`src/rtl/vga_timing_pkg.sv`:
```
// vga_timing_pkg: shared 640x480@60 timing constants and types.
// Used by vga_axis_counter and vga_timing_gen.
package vga_timing_pkg;

   localparam int COORD_W = 10;

   localparam int H_VISIBLE_DEF = 640;
   localparam int H_FP_DEF      = 16;
   localparam int H_SYNC_DEF    = 96;
   localparam int H_BP_DEF      = 48;
   localparam int V_VISIBLE_DEF = 480;
   localparam int V_FP_DEF      = 10;
   localparam int V_SYNC_DEF    = 2;
   localparam int V_BP_DEF      = 33;

   localparam int H_TOTAL_DEF =
      H_VISIBLE_DEF + H_FP_DEF + H_SYNC_DEF + H_BP_DEF;
   localparam int V_TOTAL_DEF =
      V_VISIBLE_DEF + V_FP_DEF + V_SYNC_DEF + V_BP_DEF;

   typedef logic [COORD_W-1:0] vga_coord_t;

   // Per-pixel decode bundle, registered as a unit.
   typedef struct packed {
      logic blank;
      logic hs;
      logic vs;
      logic line_start;
      logic frame_start;
   } vga_flags_t;

   localparam vga_flags_t FLAGS_RST = '{
      blank:       1'b1,
      hs:          1'b1,
      vs:          1'b1,
      line_start:  1'b1,
      frame_start: 1'b1
   };

   // True when lo <= v < hi.
   function automatic logic in_span(
      input vga_coord_t v,
      input vga_coord_t lo,
      input vga_coord_t hi
   );
      return (v >= lo) && (v < hi);
   endfunction

endpackage

```
`src/rtl/vga_axis_counter.sv`:
```
// vga_axis_counter: one raster axis, wraps TOTAL-1 -> 0.
// Exposes its next-state value so decodes can be registered in step.
module vga_axis_counter
   import vga_timing_pkg::*;
#(
   parameter int TOTAL = H_TOTAL_DEF
) (
   input  logic       vga_clk,
   input  logic       Reset,
   input  logic       en_i,
   output vga_coord_t count_o,
   output vga_coord_t next_o,
   output logic       tc_o
);

   localparam vga_coord_t LAST = vga_coord_t'(TOTAL - 1);

   vga_coord_t count_q;
   vga_coord_t count_d;

   assign tc_o    = (count_q == LAST);
   assign count_o = count_q;
   assign next_o  = count_d;

   // Next count: reset wins, then advance/wrap when enabled.
   always_comb begin
      count_d = count_q;
      if (Reset) begin
         count_d = '0;
      end else if (en_i) begin
         count_d = tc_o ? '0 : count_q + 1'b1;
      end
   end

   // Count register with synchronous reset.
   always_ff @(posedge vga_clk) begin
      if (Reset) begin
         count_q <= '0;
      end else begin
         count_q <= count_d;
      end
   end

endmodule

```
`src/rtl/vga_timing_gen.sv`:
```
// vga_timing_gen: 640x480@60 raster timing (DrawX/DrawY, blank, syncs).
// Define VGA_SYNC_DELAY_EN to delay hs/vs one cycle to match registered RGB.
module vga_timing_gen
   import vga_timing_pkg::*;
#(
   parameter int H_VISIBLE = H_VISIBLE_DEF,
   parameter int H_FP      = H_FP_DEF,
   parameter int H_SYNC    = H_SYNC_DEF,
   parameter int H_BP      = H_BP_DEF,
   parameter int V_VISIBLE = V_VISIBLE_DEF,
   parameter int V_FP      = V_FP_DEF,
   parameter int V_SYNC    = V_SYNC_DEF,
   parameter int V_BP      = V_BP_DEF
) (
   input  logic        vga_clk,
   input  logic        Reset,
   output vga_coord_t  DrawX,
   output vga_coord_t  DrawY,
   output logic        blank,
   output logic        hs,
   output logic        vs,
   output logic        line_start,
   output logic        frame_start,
   output logic [15:0] frame_count
);

   localparam int H_TOTAL = H_VISIBLE + H_FP + H_SYNC + H_BP;
   localparam int V_TOTAL = V_VISIBLE + V_FP + V_SYNC + V_BP;

   localparam vga_coord_t H_VIS_END = vga_coord_t'(H_VISIBLE);
   localparam vga_coord_t V_VIS_END = vga_coord_t'(V_VISIBLE);
   localparam vga_coord_t HS_LO = vga_coord_t'(H_VISIBLE + H_FP);
   localparam vga_coord_t HS_HI = vga_coord_t'(H_VISIBLE + H_FP + H_SYNC);
   localparam vga_coord_t VS_LO = vga_coord_t'(V_VISIBLE + V_FP);
   localparam vga_coord_t VS_HI = vga_coord_t'(V_VISIBLE + V_FP + V_SYNC);

   vga_coord_t hc;
   vga_coord_t vc;
   vga_coord_t hc_d;
   vga_coord_t vc_d;
   logic       h_tc;
   logic       v_tc;

   vga_flags_t  flags_q;
   vga_flags_t  flags_d;
   logic [15:0] frame_cnt_q;
   logic [15:0] frame_cnt_d;
   logic        frame_wrap;

   vga_axis_counter #(
      .TOTAL (H_TOTAL)
   ) u_hcnt (
      .vga_clk (vga_clk),
      .Reset   (Reset),
      .en_i    (1'b1),
      .count_o (hc),
      .next_o  (hc_d),
      .tc_o    (h_tc)
   );

   vga_axis_counter #(
      .TOTAL (V_TOTAL)
   ) u_vcnt (
      .vga_clk (vga_clk),
      .Reset   (Reset),
      .en_i    (h_tc),
      .count_o (vc),
      .next_o  (vc_d),
      .tc_o    (v_tc)
   );

   assign frame_wrap = h_tc && v_tc;

   // Decode flags from next-state counters so they align with DrawX/DrawY.
   always_comb begin
      flags_d             = FLAGS_RST;
      flags_d.blank       = (hc_d < H_VIS_END) && (vc_d < V_VIS_END);
      flags_d.hs          = !in_span(hc_d, HS_LO, HS_HI);
      flags_d.vs          = !in_span(vc_d, VS_LO, VS_HI);
      flags_d.line_start  = (hc_d == '0);
      flags_d.frame_start = (hc_d == '0) && (vc_d == '0);
   end

   // Completed-frame count, steps on the (H_TOTAL-1, V_TOTAL-1) edge.
   always_comb begin
      frame_cnt_d = frame_cnt_q;
      if (frame_wrap) begin
         frame_cnt_d = frame_cnt_q + 16'd1;
      end
   end

   // Registered flags and frame counter.
   always_ff @(posedge vga_clk) begin
      if (Reset) begin
         flags_q     <= FLAGS_RST;
         frame_cnt_q <= '0;
      end else begin
         flags_q     <= flags_d;
         frame_cnt_q <= frame_cnt_d;
      end
   end

`ifdef VGA_SYNC_DELAY_EN
   logic hs_dly_q;
   logic vs_dly_q;

   // Extra sync stage so hs/vs land with the renderer's registered RGB.
   always_ff @(posedge vga_clk) begin
      if (Reset) begin
         hs_dly_q <= 1'b1;
         vs_dly_q <= 1'b1;
      end else begin
         hs_dly_q <= flags_q.hs;
         vs_dly_q <= flags_q.vs;
      end
   end

   assign hs = hs_dly_q;
   assign vs = vs_dly_q;
`else
   assign hs = flags_q.hs;
   assign vs = flags_q.vs;
`endif

   assign DrawX       = hc;
   assign DrawY       = vc;
   assign blank       = flags_q.blank;
   assign line_start  = flags_q.line_start;
   assign frame_start = flags_q.frame_start;
   assign frame_count = frame_cnt_q;

endmodule

```
`config.mk`:
```
export PLATFORM = sky130hd
export DESIGN_NAME = vga_timing_gen
export DESIGN_NICKNAME = d
export VERILOG_FILES = /design/src/rtl/vga_timing_pkg.sv /design/src/rtl/vga_axis_counter.sv /design/src/rtl/vga_timing_gen.sv
export SDC_FILE = /design/constraint.sdc
export NUM_CORES = 1
export LEC_CHECK = 0
export CAP_MARGIN = 20
export CORE_ASPECT_RATIO = 1.25
export CORE_MARGIN = 3
export CORE_UTILIZATION = 40
export DETAILED_ROUTE_END_ITERATION = 16
export GPL_ROUTABILITY_DRIVEN = 1
export PLACE_DENSITY = 0.69
export SLEW_MARGIN = 20
export SYNTH_ARGS = -nofsm -noshare
export SYNTH_HDL_FRONTEND = slang
export SYNTH_SLANG_ARGS = --single-unit
```
`constraint.sdc`:
```
create_clock -name vga_clk -period 2.3 [get_ports vga_clk]
set_input_delay 0.23 -clock vga_clk [delete_from_list [all_inputs] [get_ports vga_clk]]
set_output_delay 0.23 -clock vga_clk [all_outputs]
set_load 0.005 [all_outputs]
```
==> flow_summary.json <==
{
  "yosysSeqAreaShare_pct": 38.8,
  "grt_remaining_overflow": 0,
  "clock-sinks": 41,
  "relSlewSlack_pct": 66.7,
  "cap_violations": 0,
  "final_cell_mix": "clkdlybuf4s50_1, dfxtp_1, nor2_1",
  "cts_tree": "done",
  "rsz0062_at_grt": "no",
  "die_area_mm2": 0.00620,
  "dp.cells": 349,
  "power_frac_comb_pct": 5.4,
  "syn-cell-area_mm2": 0.00211,
  "yosys.cell_types.count": 44,
  "fmax_ghz": 0.469,
  "initial_core_util_pct": 43.1,
  "finalSetupTns_ns": 0,
  "synth_top_area_share_pct": 38.8,
  "grt_pass1_vias": 1814,
  "tightest_slew_ns": 0.495,
  "p_leak_nw": 0.961,
  "syn_to_final_growth_pct": 29.6,
  "antenna_found_initial": 0,
  "drt-pass1-iter-count": 4,
  "swShare_pct": 22.5,
  "wl_per_cell_um": 13.7,
  "gp_congestion": 0.854,
  "seq_power_share_pct": 58.1,
  "outcome": "completed",
  "place_hpwl_mm": 3.64,
  "core_mm2": 0.00490,
  "rows": 28,
  "syn_inst": 245,
  "cts_root_buf": "clkbuf_8",
  "drc": 0,
  "synth_ff_type": "dfxtp_1",
  "synth_nets": 251,
  "path_clk_slew_ns": 0.08,
  "ant_nets": 0,
  "switching_power_uw": 279,
  "num_vias": 1884,
  "synth-seq-cells": 41,
  "instances_no_fill": 357,
  "port_buffers": 42,
  "clockBufferDepth": 2,
  "worst-setup-path-type": "reg -> reg",
  "clock_skew_ns": 0.00692,
  "layout_commonest_cell": "clkdlybuf4s50_1",
  "setup_viol": 0,
  "layout_min_cycle_time_ns": 2.13,
  "cp_max_fo": 6,
  "nets": 302,
  "cts_inserted_buffers": 5,
  "htreeDepth": 2,
  "ys_top_cells_by_area": "dfxtp_1, xnor2_1, nor2_1",
  "layout-drive-gt1-share_pct": 11.8,
  "hp-class": "reg -> reg",
  "p_per_area_mw_per_mm2": 453,
  "final.period_utilization_pct": 92.6,
  "synth_edf_count": 0,
  "syn_area_per_cell_um2": 8.63,
  "drt_wl_total_mm": 4.88,
  "vias_per_cell": 5.28,
  "intPower_uw": 961,
  "cp.required_ns": 2.49,
  "startpoint_type": "flip-flop",
  "synth.largest_area_cell": "dfxtp_1",
  "async_reset_ff_share_pct": 0,
  "drt-initial-drc-count": 92,
  "cp.arrival_ns": 2.32,
  "hold_viol_final": 0,
  "io_pins": 43,
  "fp.dieW_um": 71.0,
  "grt_max_degree": 18,
  "drv_slew": 0,
  "clk_latency_ns": 0.29,
  "worstSetupEndpointType": "flip-flop",
  "grt_pass1_wl_mm": 8.39,
  "clkPwrFrac_pct": 36.4,
  "antenna_cells": 0,
  "ir_drop_mv": 0.344,
  "yosysWarnings": 0,
  "grt_util_all_layers_pct": 16.7,
  "die_h_um": 87.3
}
-- cell type report --
cell class	count	area [um2]
Clock inverter	2	10.0
Multi-Input combinational cell	183	1200
Timing Repair Buffer	56	526
Tap cell	60	75.1
Sequential cell	41	821
Inverter	9	33.8
Fill cell	475	2170
Clock buffer	6	72.6
-- critical path, stage by stage (launching register included) --
cell and delay, ns:
dfxtp_1 0.44, ha_1 0.23, inv_1 0.04, or4_1 0.62, nor3b_1 0.19, nor3_1 0.25, o21bai_1 0.08, and3_1 0.17
-- flip-flops by register name (all words and copies together), names as in the netlist --
name            cells
frame_count        16
u_hcnt.count_o     10
u_vcnt.count_o     10
blank               1
frame_start         1
hs                  1
line_start          1
vs                  1
-- synth_stat cells, types with 2 or more instances --
master	number
a21oi_1	7
mux2i_1	2
xor2_1	12
nand4b_1	3
nor2_1	37
nor3_1	11
buf_2	5
inv_1	9
xnor2_1	19
nor2b_1	2
nand4_1	8
a41o_1	2
clkbuf_1	4
nor3b_1	2
nand3_1	16
o21ai_0	3
ha_1	4
dfxtp_1	41
nand2_1	13
nand2b_1	4
or3_1	4
nor4_2	3
and3_1	10
or2_2	3
a211oi_1	2
-- final timing paths --
path	start	slack (ns)	cells after the start	end
hold / removal	frame_count[15]	0.53	2	frame_count[15]
setup / recovery	u_vcnt.count_o[0]	0.17	7	frame_start
hold reg to reg	frame_count[15]	0.53	2	frame_count[15]
setup reg to reg	u_vcnt.count_o[0]	0.17	7	frame_start
-- layer usage --
layer	GRT usage (%)	up-vias	routed length (um)
li1	-	947	-
met1	21.0	876	2210
met2	27.7	53	2370
met3	3.12	8	206
met4	7.35	0	91
met5	0	-	0
-- stage by stage --
| stage | worst slack [ns] | power [mW] | hold slack [ns] | utilization, % | cell area, um2 |
|---|---|---|---|---|---|
| after floorplan | 0.0914 | 0.770 | 0.313 | - | 2110 |
| after global placement | 0.150 | 0.805 | 0.506 | 54.1 | 2650 |
| after detailed placement | 0.0992 | 0.805 | 0.514 | 54.1 | 2650 |
| after CTS | 0.0785 | 1.26 | 0.536 | 55.7 | 2730 |
| after global routing | 0.0363 | 1.29 | 0.568 | 55.8 | 2740 |
| final | 0.169 | 1.24 | 0.528 | 55.8 | 2740 |
-- power groups by stage --
stage | sequential (mW) | clock, mW | combinational (mW)
global route | 0.722 | 0.498 | 0.0740
floorplan | 0.742 | 0 | 0.0279
CTS | 0.721 | 0.467 | 0.0682
global placement | 0.738 | 0 | 0.0678
finish | 0.721 | 0.452 | 0.0674
detailed placement | 0.738 | 0 | 0.0675
-- cell families after synthesis --
logic type / synth area share, %
AOI/OAI and AO/OA: 5.74
xor gates and xnor gates: 12.8
adders and majority gates: 2.37
buffers and inverters: 4.56
DFF: 38.8
muxes: 0.947
and+or+nand+nor: 34.7
-- what timing repair did --
item,4_1_cts,5_1_grt
resized for setup,0,1
endpoints found under the setup margin,0,3
hold buffers,0,0
buffers inserted,0,0
No activity file was read; power rests on OpenSTA's default activity.
